$ cat src/rtl/crossbar_mac_array.sv
// crossbar_mac_array: ROWS x COLS bit-serial multiply-accumulate crossbar.
// result[c] = sum_r in[r] * w[r][c], one input bit per cycle, all columns in parallel.
// The weight register file is writable only while idle. It is frozen during a computation.
module crossbar_mac_array #(
  parameter int IN_W   = 4,
  parameter int WT_W   = 4,
  parameter int ROWS   = 4,
  parameter int COLS   = 2,
  parameter bit SIGNED = 1'b0,
  parameter int ACC_W  = IN_W + WT_W + $clog2(ROWS),
  localparam int RA_W  = (ROWS > 1) ? $clog2(ROWS) : 1,
  localparam int CA_W  = (COLS > 1) ? $clog2(COLS) : 1,
  localparam int CNT_W = (IN_W > 1) ? $clog2(IN_W) : 1
) (
  input  logic                    clock,
  input  logic                    reset_n,
  input  logic                    wt_we,
  input  logic [RA_W-1:0]         wt_row,
  input  logic [CA_W-1:0]         wt_col,
  input  logic [WT_W-1:0]         wt_data,
  output logic                    wt_err,
  input  logic                    in_valid,
  output logic                    in_ready,
  input  logic [ROWS*IN_W-1:0]    in_vec,
  output logic                    out_valid,
  input  logic                    out_ready,
  output logic [COLS*ACC_W-1:0]   result
);

  typedef enum logic [1:0] {
    ST_IDLE    = 2'd0,
    ST_COMPUTE = 2'd1,
    ST_DONE    = 2'd2
  } state_e;

  state_e               state_q, state_d;
  logic [CNT_W-1:0]     bit_cnt_q, bit_cnt_d;
  logic [ROWS*IN_W-1:0] in_q, in_d;
  logic                 in_ready_q, in_ready_d;
  logic                 out_valid_q, out_valid_d;
  logic                 wt_err_q, wt_err_d;
  logic [WT_W-1:0]      w_q [ROWS][COLS];
  logic [ACC_W-1:0]     acc_q [COLS];
  logic [ACC_W-1:0]     acc_d [COLS];
  logic [ACC_W-1:0]     col_sum_s [COLS];
  logic [ACC_W-1:0]     term_s [COLS];
  logic [IN_W-1:0]      in_row_s [ROWS];
  logic                 accept_s;
  logic                 last_bit_s;
  logic                 wt_ok_s;

  // Extend a weight to accumulator width: sign-extend in signed mode, else zero-extend.
  function automatic logic [ACC_W-1:0] wext(input logic [WT_W-1:0] w);
    logic [ACC_W-1:0] r;
    if (SIGNED) begin
      r = {{(ACC_W-WT_W){w[WT_W-1]}}, w};
    end else begin
      r = {{(ACC_W-WT_W){1'b0}}, w};
    end
    return r;
  endfunction

  assign accept_s   = (state_q == ST_IDLE) && in_valid && in_ready_q;
  assign last_bit_s = (bit_cnt_q == CNT_W'(IN_W - 1));
  assign wt_ok_s    = wt_we && (state_q == ST_IDLE) &&
                      (int'(wt_row) < ROWS) && (int'(wt_col) < COLS);

  // Next-state logic for the handshake FSM, bit counter and latched input vector.
  always_comb begin
    state_d   = state_q;
    bit_cnt_d = bit_cnt_q;
    in_d      = in_q;
    case (state_q)
      ST_IDLE: begin
        if (accept_s) begin
          state_d   = ST_COMPUTE;
          bit_cnt_d = '0;
          in_d      = in_vec;
        end else begin
          state_d = ST_IDLE;
        end
      end
      ST_COMPUTE: begin
        if (last_bit_s) begin
          state_d   = ST_DONE;
          bit_cnt_d = '0;
        end else begin
          state_d   = ST_COMPUTE;
          bit_cnt_d = bit_cnt_q + CNT_W'(1'b1);
        end
      end
      ST_DONE: begin
        if (out_ready) begin
          state_d = ST_IDLE;
        end else begin
          state_d = ST_DONE;
        end
      end
      default: begin
        state_d   = ST_IDLE;
        bit_cnt_d = '0;
      end
    endcase
    in_ready_d  = (state_d == ST_IDLE);
    out_valid_d = (state_d == ST_DONE);
    wt_err_d    = wt_we && !wt_ok_s;
  end

  // Per-column partial sum for the current input bit, shifted into place and accumulated.
  // In signed mode the MSB of each input carries negative weight, so its term is subtracted.
  always_comb begin
    for (int r = 0; r < ROWS; r++) begin
      in_row_s[r] = in_q[r*IN_W +: IN_W];
    end
    for (int c = 0; c < COLS; c++) begin
      col_sum_s[c] = '0;
      for (int r = 0; r < ROWS; r++) begin
        if (in_row_s[r][bit_cnt_q]) begin
          col_sum_s[c] = col_sum_s[c] + wext(w_q[r][c]);
        end else begin
          col_sum_s[c] = col_sum_s[c];
        end
      end
      term_s[c] = col_sum_s[c] << bit_cnt_q;
      if (state_q == ST_COMPUTE) begin
        if (SIGNED && last_bit_s) begin
          acc_d[c] = acc_q[c] - term_s[c];
        end else begin
          acc_d[c] = acc_q[c] + term_s[c];
        end
      end else if (accept_s) begin
        acc_d[c] = '0;
      end else begin
        acc_d[c] = acc_q[c];
      end
    end
  end

  // Control, status and accumulator registers.
  always_ff @(posedge clock or negedge reset_n) begin
    if (!reset_n) begin
      state_q     <= ST_IDLE;
      bit_cnt_q   <= '0;
      in_q        <= '0;
      in_ready_q  <= 1'b0;
      out_valid_q <= 1'b0;
      wt_err_q    <= 1'b0;
      for (int c = 0; c < COLS; c++) begin
        acc_q[c] <= '0;
      end
    end else begin
      state_q     <= state_d;
      bit_cnt_q   <= bit_cnt_d;
      in_q        <= in_d;
      in_ready_q  <= in_ready_d;
      out_valid_q <= out_valid_d;
      wt_err_q    <= wt_err_d;
      for (int c = 0; c < COLS; c++) begin
        acc_q[c] <= acc_d[c];
      end
    end
  end

  // Weight register file: written only when idle and the address is in range.
  always_ff @(posedge clock or negedge reset_n) begin
    if (!reset_n) begin
      for (int r = 0; r < ROWS; r++) begin
        for (int c = 0; c < COLS; c++) begin
          w_q[r][c] <= '0;
        end
      end
    end else if (wt_ok_s) begin
      w_q[wt_row][wt_col] <= wt_data;
    end
  end

  // Pack the column accumulators onto the result bus.
  always_comb begin
    for (int c = 0; c < COLS; c++) begin
      result[c*ACC_W +: ACC_W] = acc_q[c];
    end
  end

  assign in_ready  = in_ready_q;
  assign out_valid = out_valid_q;
  assign wt_err    = wt_err_q;

endmodule

$ cat config.mk
export PLATFORM = sky130hd
export DESIGN_NAME = crossbar_mac_array
export DESIGN_NICKNAME = d
export VERILOG_FILES = /design/src/rtl/crossbar_mac_array.sv
export SDC_FILE = /design/constraint.sdc
export NUM_CORES = 1
export LEC_CHECK = 0
export CORE_AREA = 2 2 121 123
export CTS_CLUSTER_DIAMETER = 120
export DETAILED_ROUTE_END_ITERATION = 16
export DIE_AREA = 0 0 123 125
export DONT_BUFFER_PORTS = 1
export PLACE_DENSITY = 0.53
export SYNTH_ARGS = -nofsm -noshare
export SYNTH_HDL_FRONTEND = slang
export SYNTH_SLANG_ARGS = --single-unit
$ cat constraint.sdc
create_clock -name clock -period 6.7 [get_ports clock]
set_input_delay 1.675 -clock clock [delete_from_list [all_inputs] [get_ports clock]]
set_output_delay 1.675 -clock clock [all_outputs]
set_load 0.01 [all_outputs]
==> impl_metrics.ini <==
[setup_path]
r2r_setup_slack_ps = 390
crit_fanout = 14
cp.required_ps = 6930
timing.rr.start = bit_cnt_q[0]
startpoint_type = flip-flop
critical_path_class = reg2reg
end_kind = flip-flop
slowest_stage = mux4_2
arrival_ps = 6540
timing.critical_path.buf_inv = 2
r2r_cells = 27
critPathTopFamily = compound AO/OA/AOI/OAI gates
cpPeakStageDelay_ps = 540
crit_top_cell = ha_1
worstReg2RegEnd = result[19]

[placed_design]
hpwl_mm = 9.971
io_buffers = 0
placed_area_um2 = 5673
gp_congestion = 0.8046

[detailed_routing]
route.detailed.drc = 0
drt_wl_total_mm = 13.25
first_pass_iters = 4
drt-initial-drc-count = 165
wl_per_cell_um = 17.81
drtAntennaViolNets = 0
avgViaCountPerCell = 5.597
vias = 4164

[die]
row_count = 44
start_util_pct = 38.75
die_y_um = 125
fp.dieW_um = 123
pin_count = 51
core_area_um2 = 14200
dieArea_um2 = 15380

[global_routing]
grt_pass1_wl_mm = 22.10
grt_pass1_vias = 4297
grt_max_degree = 76
grt_use_total_pct = 18.44
overflow = 0
antenna_found_initial = 0

[synthesis]
synthCells = 555
synthArstFlopShare_pct = 100.0
syn_avg_cell_area_um2 = 9.917
synth-seq-cells = 75
synth_nets = 634
synth.distinct_cells = 63
yosysWarnings = 0
synth_edf_count = 0
synth-seq-area-share_pct = 34.10
synthFlopType = dfrtp_1
synth_area_um2 = 5504

[timing]
finalSetupViolCount = 0
slew_viol_final = 0
max_slew_margin_pct = 27.36
tns_ps = 0
period_share_pct = 94.13
tightest_slew_ps = 1090
min_period_ps = 6307
max_freq_ghz = 0.1586
hold_viol = 0
clock-skew-final_ps = 9.306

[worst_hold_path]
holdPathEnd = w_q[27]
min_path_type = reg2reg
hold_depth = 1
worstHoldStart = w_q[27]

[final_layout]
final_cell_area_um2 = 6055
drive_gt1_share_pct = 17.32
antenna-diode-count = 0
area_growth_pct = 10.00
fin_nets = 634

[clock_network]
ctsLongestPathBuffers = 2
clock_latency_ps = 350
cts-root-buf = clkbuf_16
htreeDepth = 3
cts.sinks = 75
cts_tree = built
cts.reportedPaths.clkPinSlew_ps = 60
cts_buffers = 9

[status]
status = completed

[run]
cap_violations = 0
cell usage in the layout (no fill, tap or decap), types with 4 or more instances in the layout:
cell type / n
dfrtp_1: 75
nand2_1: 62
mux2_2: 52
ha_1: 42
a21oi_1: 28
inv_1: 25
nor2_1: 24
o21ai_0: 22
xor2_1: 16
mux2i_1: 14
a21o_1: 14
o22ai_1: 14
xnor2_1: 12
buf_4: 10
nor2b_1: 9
nor3_1: 9
clkbuf_16: 9
fa_1: 8
a211oi_1: 7
nand3b_1: 6
nand2b_1: 6
and3_1: 6
and2_1: 6
o221ai_1: 6
nand3_1: 6
o21ai_1: 5
o21bai_1: 5
mux4_2: 4
metal layers:
metal | share of wire, % | GRT usage, %
met2 | 50 | 30.58
met4 | 1.7 | 6.417
met5 | 0 | 0
met1 | 45 | 23.84
met3 | 3.3 | 3.695
final cells by class:
| type | count | area (µm²) |
|---|---|---|
| clock buffers | 11 | 242.7 |
| fillers | 1424 | 8149 |
| well taps | 184 | 230.2 |
| flip-flops and latches | 75 | 1877 |
| repair buffers | 10 | 75.07 |
| multi-input cells | 433 | 3490 |
| clock inverters | 5 | 42.54 |
| inverters | 26 | 97.59 |
worst max-delay path by stage:
stage	startpoint	end	slack, ps	cells past startpoint
detailed placement	bit_cnt_q[0]	result[19]	190	26
floorplan	bit_cnt_q[0]	result[19]	510	28
finish	bit_cnt_q[0]	result[19]	390	27
global placement	bit_cnt_q[0]	result[19]	400	26
CTS	bit_cnt_q[0]	result[19]	180	26
global route	bit_cnt_q[0]	result[19]	-5	27
state kept, by name, summed over array words and instances, names as in the netlist:
signal	flops
out_valid	1
bit_cnt_q	2
in_q	16
wt_err	1
in_ready	1
w_q	32
result	20
state_q	2
through the flow:
step / std cells / utilization, % / setup WS (ps) / hold WS, ps
5_1_grt: 744 / 42.63 / -5.424 / 522.8
3_5_place_dp: 723 / 39.94 / 189.8 / 484.8
4_1_cts: 739 / 41.95 / 181.6 / 499.0
2_1_floorplan: 555 / - / 509.7 / 470.5
3_3_place_gp: 723 / 39.94 / 401.6 / 485.0
6_report: 744 / 42.63 / 393.2 / 496.1
what timing repair did:
| action | in CTS | in global routing |
|---|---|---|
| setup buffers | 0 | 5 |
| gates resized for setup | 0 | 13 |
| setup endpoints to repair | 0 | 5 |
| hold buffers | 0 | 0 |
| hold endpoints to repair | 0 | 0 |
worst register-to-register path, cell delays in order (launching register included):
cell	delay, ps
dfrtp_1	370
mux4_2	540
buf_4	210
nand2_1	120
inv_1	50
ha_1	270
a21o_1	180
a31o_1	190
and3_1	200
o31ai_4	290
ha_4	260
xnor2_1	120
mux2_2	290
ha_1	320
or2_2	280
o311ai_1	160
xnor2_1	200
xnor2_2	180
a22oi_1	180
o221ai_1	160
ha_1	370
nand3_1	80
o211ai_1	210
nor4_1	80
o41a_1	440
xor2_1	180
nor3_1	60
o21bai_1	190
kinds of logic after synthesis:
logic type	share of synthesized area, %
mux	15.28
flops	34.10
simple gates	12.50
compound gates	16.89
fa+ha+maj	12.89
buf+inv	3.569
xor+xnor	4.774
cell usage after synthesis (all sizes together) (10+ instances only):
| cell type | number | area [µm²] |
|---|---|---|
| ha | 43 | 538.0 |
| inv | 25 | 93.84 |
| nor2b | 10 | 62.56 |
| nor2 | 25 | 93.84 |
| mux2i | 15 | 150.1 |
| dfrtp | 75 | 1877 |
| o21ai | 27 | 135.1 |
| xnor2 | 14 | 122.6 |
| mux2 | 53 | 600.6 |
| a21oi | 28 | 140.1 |
| o22ai | 14 | 87.58 |
| nand2 | 62 | 232.7 |
| clkbuf | 13 | 48.80 |
| a21o | 14 | 105.1 |
| xor2 | 16 | 140.1 |
Power is not shown: default switching activity piles up to over one toggle a cycle in this logic, so the estimate is an artifact.
